<file path="src/rtl/serial_byte_receiver.sv">
// -----------------------------------------------------------------------------
// serial_byte_receiver
//
// Serial-in, parallel-out receiver for an LSB-first framed bit stream.
// Frame: start bit (0), DATA_WIDTH data bits LSB first, optional even-parity
// bit, stop bit (1). One bit is consumed per bit_en strobe.
//
// Optional feature macro: SERIAL_RX_PARITY_EN
//   When defined, an even-parity bit follows the data bits and a parity
//   mismatch turns an otherwise good frame into a frame error.
//
// Parameters:
//   DATA_WIDTH   data bits per frame (2..16)
//
// Ports:
//   clock        system clock, rising edge
//   reset        asynchronous active-high reset
//   bit_en       bit strobe; serial_in sampled only when high
//   serial_in    serial line, idles high
//   data_out     last correctly framed word, held between frames
//   data_valid   one-cycle pulse when data_out updates
//   frame_error  one-cycle pulse on a bad stop (or parity) bit
//   busy         high while a frame is in progress
// -----------------------------------------------------------------------------
module serial_byte_receiver #(
    parameter int DATA_WIDTH = 8
) (
    input  logic                  clock,
    input  logic                  reset,
    input  logic                  bit_en,
    input  logic                  serial_in,
    output logic [DATA_WIDTH-1:0] data_out,
    output logic                  data_valid,
    output logic                  frame_error,
    output logic                  busy
);

    localparam int CNT_W = $clog2(DATA_WIDTH);
    localparam logic [CNT_W-1:0] LAST_BIT = CNT_W'(DATA_WIDTH - 1);

    localparam logic [1:0] S_IDLE   = 2'd0;
    localparam logic [1:0] S_DATA   = 2'd1;
`ifdef SERIAL_RX_PARITY_EN
    localparam logic [1:0] S_PARITY = 2'd2;
`endif
    localparam logic [1:0] S_STOP   = 2'd3;

    logic [1:0]            state_q, state_d;
    logic [DATA_WIDTH-1:0] shift_q, shift_d;
    logic [CNT_W-1:0]      cnt_q,   cnt_d;
    logic [DATA_WIDTH-1:0] data_q,  data_d;
    logic                  valid_q, valid_d;
    logic                  ferr_q,  ferr_d;
    logic                  stop_ok;

`ifdef SERIAL_RX_PARITY_EN
    logic                  perr_q,  perr_d;

    // A good stop bit only completes the frame if the parity bit matched.
    assign stop_ok = serial_in & ~perr_q;
`else
    assign stop_ok = serial_in;
`endif

    always_comb begin
        state_d = state_q;
        shift_d = shift_q;
        cnt_d   = cnt_q;
        data_d  = data_q;
        valid_d = 1'b0;
        ferr_d  = 1'b0;
`ifdef SERIAL_RX_PARITY_EN
        perr_d  = perr_q;
`endif
        if (bit_en) begin
            case (state_q)
                S_IDLE: begin
                    if (!serial_in) begin
                        state_d = S_DATA;
                        cnt_d   = '0;
`ifdef SERIAL_RX_PARITY_EN
                        perr_d  = 1'b0;
`endif
                    end
                end
                S_DATA: begin
                    // Bits arrive LSB first, so shifting right from the MSB
                    // leaves the first data bit at bit 0 after the last shift.
                    shift_d = {serial_in, shift_q[DATA_WIDTH-1:1]};
                    cnt_d   = cnt_q + CNT_W'(1);
                    if (cnt_q == LAST_BIT) begin
`ifdef SERIAL_RX_PARITY_EN
                        state_d = S_PARITY;
`else
                        state_d = S_STOP;
`endif
                    end
                end
`ifdef SERIAL_RX_PARITY_EN
                S_PARITY: begin
                    // Even parity: the parity bit equals the XOR of the data.
                    perr_d  = serial_in ^ (^shift_q);
                    state_d = S_STOP;
                end
`endif
                S_STOP: begin
                    if (stop_ok) begin
                        data_d  = shift_q;
                        valid_d = 1'b1;
                    end else begin
                        ferr_d  = 1'b1;
                    end
                    // A zero stop bit (break) is not a start bit; wait in IDLE.
                    state_d = S_IDLE;
                end
                default: state_d = S_IDLE;
            endcase
        end
    end

    always_ff @(posedge clock or posedge reset) begin
        if (reset) begin
            state_q <= S_IDLE;
            shift_q <= '0;
            cnt_q   <= '0;
            data_q  <= '0;
            valid_q <= 1'b0;
            ferr_q  <= 1'b0;
`ifdef SERIAL_RX_PARITY_EN
            perr_q  <= 1'b0;
`endif
        end else begin
            state_q <= state_d;
            shift_q <= shift_d;
            cnt_q   <= cnt_d;
            data_q  <= data_d;
            valid_q <= valid_d;
            ferr_q  <= ferr_d;
`ifdef SERIAL_RX_PARITY_EN
            perr_q  <= perr_d;
`endif
        end
    end

    assign data_out    = data_q;
    assign data_valid  = valid_q;
    assign frame_error = ferr_q;
    assign busy        = (state_q != S_IDLE);

endmodule

</file>
<file path="config.mk">
export PLATFORM = sky130hd
export DESIGN_NAME = serial_byte_receiver
export DESIGN_NICKNAME = d
export VERILOG_FILES = /design/src/rtl/serial_byte_receiver.sv
export SDC_FILE = /design/constraint.sdc
export NUM_CORES = 1
export LEC_CHECK = 0
export ABC_AREA = 0
export BUFFER_PORTS_ARGS = -buffer_cell sky130_fd_sc_hd__buf_2
export CORE_ASPECT_RATIO = 0.7
export CORE_UTILIZATION = 50
export DETAILED_ROUTE_END_ITERATION = 7
export PLACE_DENSITY = 0.72
export RECOVER_POWER = 100
export SLEW_MARGIN = 20
export SYNTH_ARGS = -nofsm -noshare
export SYNTH_HDL_FRONTEND = slang
export SYNTH_SLANG_ARGS = --single-unit
</file>
<file path="constraint.sdc">
create_clock -name clock -period 2 [get_ports clock]
set_clock_uncertainty 0.2 [all_clocks]
set_input_delay 0 -clock clock [delete_from_list [all_inputs] [get_ports clock]]
set_output_delay 0 -clock clock [all_outputs]
set_load 0.03 [all_outputs]
</file>
### Word-level counts from Yosys, hierarchy flattened

Index checks and enable logic that the tools add are counted.

* input bits: 4
* output and inout port bits: 11
* register bits after elaboration: 23
* word-level logic and storage cells: 30

* add/sub/neg operators: 1
* reduce and logical (&&, ||, !) cells: 7
* eq/ne operators: 5
* mux-type cells: 11

Operator list (number)
* $reduce_and 3->1: 3
* $mux 1: 6
* $pmux 3 s2: 1
* $mux 2: 2
* $ne 2x2->1 const B: 2
* $pmux 2 s2: 1
* $reduce_bool 2->1: 2
* $add 3x1->3 const B: 1
* $eq 3x3->1 const B: 1
* $mux 3: 1
* $eq 2x1->1 const B: 1
* $eq 2x2->1 const B: 1
* $logic_not 2->1: 1
* $reduce_and 2->1: 1

### Depth between registers and ports, before layout

* word-level depth: 3
* mapped depth: 4
* gate-level depth less buffers: 3

### Least setup slack after synthesis

No wires, ideal clock.

* path type: register -> register
* start: register state_q[1]
* end: register shift_q[0]
* path slack: 0.550 ns
* path buffers: 1
* library setup time: 0.125 ns
* stages on the path, launching flop included: 5
* required time: 1.675 ns
* period minus slack after synthesis: 1.450 ns
* arrival: 1.125 ns
* cell sequence: dfrtp_1 -> nor2b_1 -> and2_4 -> buf_12 -> mux2_4

* longest elaborated chain between the ends: 2

Ends and longest elaborated chain
* from (decl): RTL line 48 `logic [1:0] state_q, state_d;`
* from (signal assigned): RTL line 133 `state_q <= state_d;`
* $eq 2x1->1: RTL line 76 `case (state_q)`
* $reduce_and 2->1 (no line)
* to (signal assigned): RTL line 134 `shift_q <= shift_d;`
* to (decl): RTL line 49 `logic [DATA_WIDTH-1:0] shift_q, shift_d;`

Every way passes these cells.
A chain may end at the register's enable or synchronous reset.

### Worst setup path after layout

* start: register state_q[1]
* end: register data_q[4], in the netlist data_out[4]

* longest elaborated chain between the ends: 2

Ends and longest elaborated chain
* $eq 2x2->1: RTL line 76
* $reduce_and 3->1 (no line)
* to (signal assigned): RTL line 136 `data_q <= data_d;`
* to (decl): RTL line 51 `logic [DATA_WIDTH-1:0] data_q, data_d;`

Every way passes these cells.

==> results.yml <==
run_status:
  status: "complete, no violations"
floorplan:
  initial_utilization_pct: 56.2
  ioPinCount: 15
  die_y_um: 38.2
  coreArea_mm2: 0.00167
  die_area_mm2: 0.00205
  std_cell_rows: 12
  fp.dieW_um: 53.7
sta:
  hold_viol_final: 0
  fmax_mhz: 604
  final.min_clock_period_ns: 1.66
  setup-violations-final: 0
  rsz0062_at_grt: "no"
  slew_viol_final: 0
  tns_ns: 0
  worst_slack_ns: 0.344
  slew_headroom_pct: 18.7
  period_share_pct: 82.8
  tightest_slew_ns: 1.22
  finalHoldWorstSlack_ns: 0.266
logic_synthesis:
  ys_ff_latch: 23
  synth_area_um2: 937
  ys_seq_area_share_pct: 61.4
  ys_types: 15
  netlist_instances: 59
  syn_area_per_cell_um2: 15.9
  yosys_warnings: 0
  syn_nets: 65
worst_setup_path:
  regToRegSetupSlack_ns: 0.34
  cp-start-kind: "flop"
  crit_fanout: 9
  cp-end-kind: "flop"
  path_class: "reg2reg"
  reg2reg_to: "data_out[4]"
  worstPathArrival_ns: 1.65
  cp.required_ns: 1.99
  r2r-start: "state_q[1]"
  rr_worst_depth: 2
placed_design:
  post-place-ws_ns: 0.476
  placed_cells: 94
  placed_cell_area_mm2: 0.00102
  dp_hpwl_um: 944
  port-buffer-count: 14
  gp_congestion: 0.807
hold_path:
  min_to: "state_q[0]"
  holdCritStartpoint: "bit_en"
  hold_path_depth: 3
  hold_class: "in2reg"
grt:
  antenna_found_initial: 0
  grt_first_pass_wirelength_mm: 2.34
  groute.usage.overall_pct: 17.3
  grt_max_degree: 24
  grt_pass1_vias: 521
  overflow: 0
flow_run:
  maxCapViolations: 0
detailed_routing:
  drc: 0
  avgViaCountPerCell: 4.97
  route.vias.total: 507
  postRouteAntennaNets: 0
  post_drt_wl_per_cell_um: 13.5
  drtIter0Drc: 3
  drtPass1Iterations: 2
  route.final.wire_length_mm: 1.37
clocking:
  post_cts_resized: 0
  post_cts_buffers: 0
  hold_buffers: 4
  cts_buffers: 3
  cts_tree: "done"
  clock_sinks: 23
  clockBufferDepth: 2
  htree_levels: 1
  path_clk_slew_ns: 0.12
  root_buffer: "clkbuf_4"
  clkLatencyLatePin_ns: 0.30
power:
  pwr_density_cell_mw_per_mm2: 1460
  ir_worst_vdd_mv: 1.00
  p_total_mw: 1.52
  leakagePower_nw: 0.505
cells_and_area:
  drive_gt1_share_pct: 28.4
  stdcell_area_mm2: 0.00104
  antennaDiodeCount: 0
  nFillCells: 140
  syn_to_final_growth_pct: 11.2
  stdcell_count: 102
  final_nets: 88
  final_core_util_pct: 62.5
==> cells by family after synthesis <==
kind of cell,count (synthesis),synth area share (%)
fa+ha+maj,2,2.67
mux,17,22.8
buf+inv,5,3.74
compound gates,6,4.81
simple gates,6,4.54
flops,23,61.4
==> report_power, final <==
group	switching, mW	internal (mW)	leakage (nW)
Clock	0.128	0.0745	0.0177
Sequential	0.123	0.657	0.288
Combinational	0.306	0.234	0.199
==> critical path, cell delays in order, from the launching register on <==
cell	delay [ns]
dfrtp_1	0.45
nand4_1	0.46
mux2_2	0.44
==> cells in the mapped netlist <==
library cell / count / area share [%]
a22o_2: 3 / 3.2
or2_2: 1 / 0.67
nor2_1: 1 / 0.40
mux2_2: 11 / 13
dfrtp_1: 23 / 61
nand4_2: 1 / 1.3
ha_1: 2 / 2.7
nor2b_1: 1 / 0.67
a21oi_1: 2 / 1.1
nand3_1: 1 / 0.53
mux2_4: 6 / 9.6
inv_1: 4 / 1.6
o21ai_0: 1 / 0.53
and2_4: 1 / 0.93
buf_12: 1 / 2.1
==> worst max-delay path by stage <==
stage	from	endpoint	slack, ns	cells past startpoint
2_1_floorplan	state_q[1]	shift_q[0]	0.55	4
3_3_place_gp	state_q[1]	shift_q[6]	0.51	3
3_5_place_dp	state_q[1]	shift_q[5]	0.48	3
4_1_cts	state_q[1]	shift_q[6]	0.46	3
5_1_grt	reset	cnt_q[0]	0.22	4
6_report	state_q[1]	data_out[4]	0.34	2
==> state kept, by name (all words and copies together) (netlist names) <==
register,count
data_out,8
shift_q,8
cnt_q,3
state_q,2
data_valid,1
frame_error,1
==> layout by cell type, fill, tap and decap left out <==
| cell type | instances |
|---|---|
| buf_2 | 3 |
| mux2_2 | 11 |
| clkinv_2 | 1 |
| mux2_1 | 6 |
| ha_1 | 2 |
| a22o_2 | 3 |
| and2_4 | 1 |
| nand4_1 | 1 |
| o21ai_0 | 1 |
| nor2_1 | 1 |
| dfrtp_1 | 23 |
| nand3_1 | 1 |
| or2_2 | 1 |
| clkbuf_1 | 12 |
| inv_1 | 4 |
| dlygate4sd3_1 | 4 |
| clkbuf_4 | 3 |
| nor2b_1 | 1 |
| a21oi_1 | 2 |
==> area by class of cell <==
type | instances | area, µm² | area share, %
sequential | 23 | 576 | 55.2
clock inverter | 1 | 5.00 | 0.480
inverter | 4 | 15.0 | 1.44
multi-input combinational | 31 | 298 | 28.6
tap | 21 | 26.3 | 2.52
clock buffer | 3 | 22.5 | 2.16
timing repair buffer | 19 | 100 | 9.60
==> routing by layer <==
| layer | GRT usage (%) | vias up | share of wire, % | wire [µm] |
|---|---|---|---|---|
| li1 | - | 249 | - | - |
| met1 | 20.1 | 246 | 52 | 718 |
| met2 | 28.7 | 10 | 43 | 591 |
| met3 | 8.33 | 2 | 3.8 | 52 |
| met4 | 3.95 | 0 | 0.80 | 11 |
| met5 | 0 | - | 0 | 0 |
No activity file was read; power rests on OpenSTA's default activity.
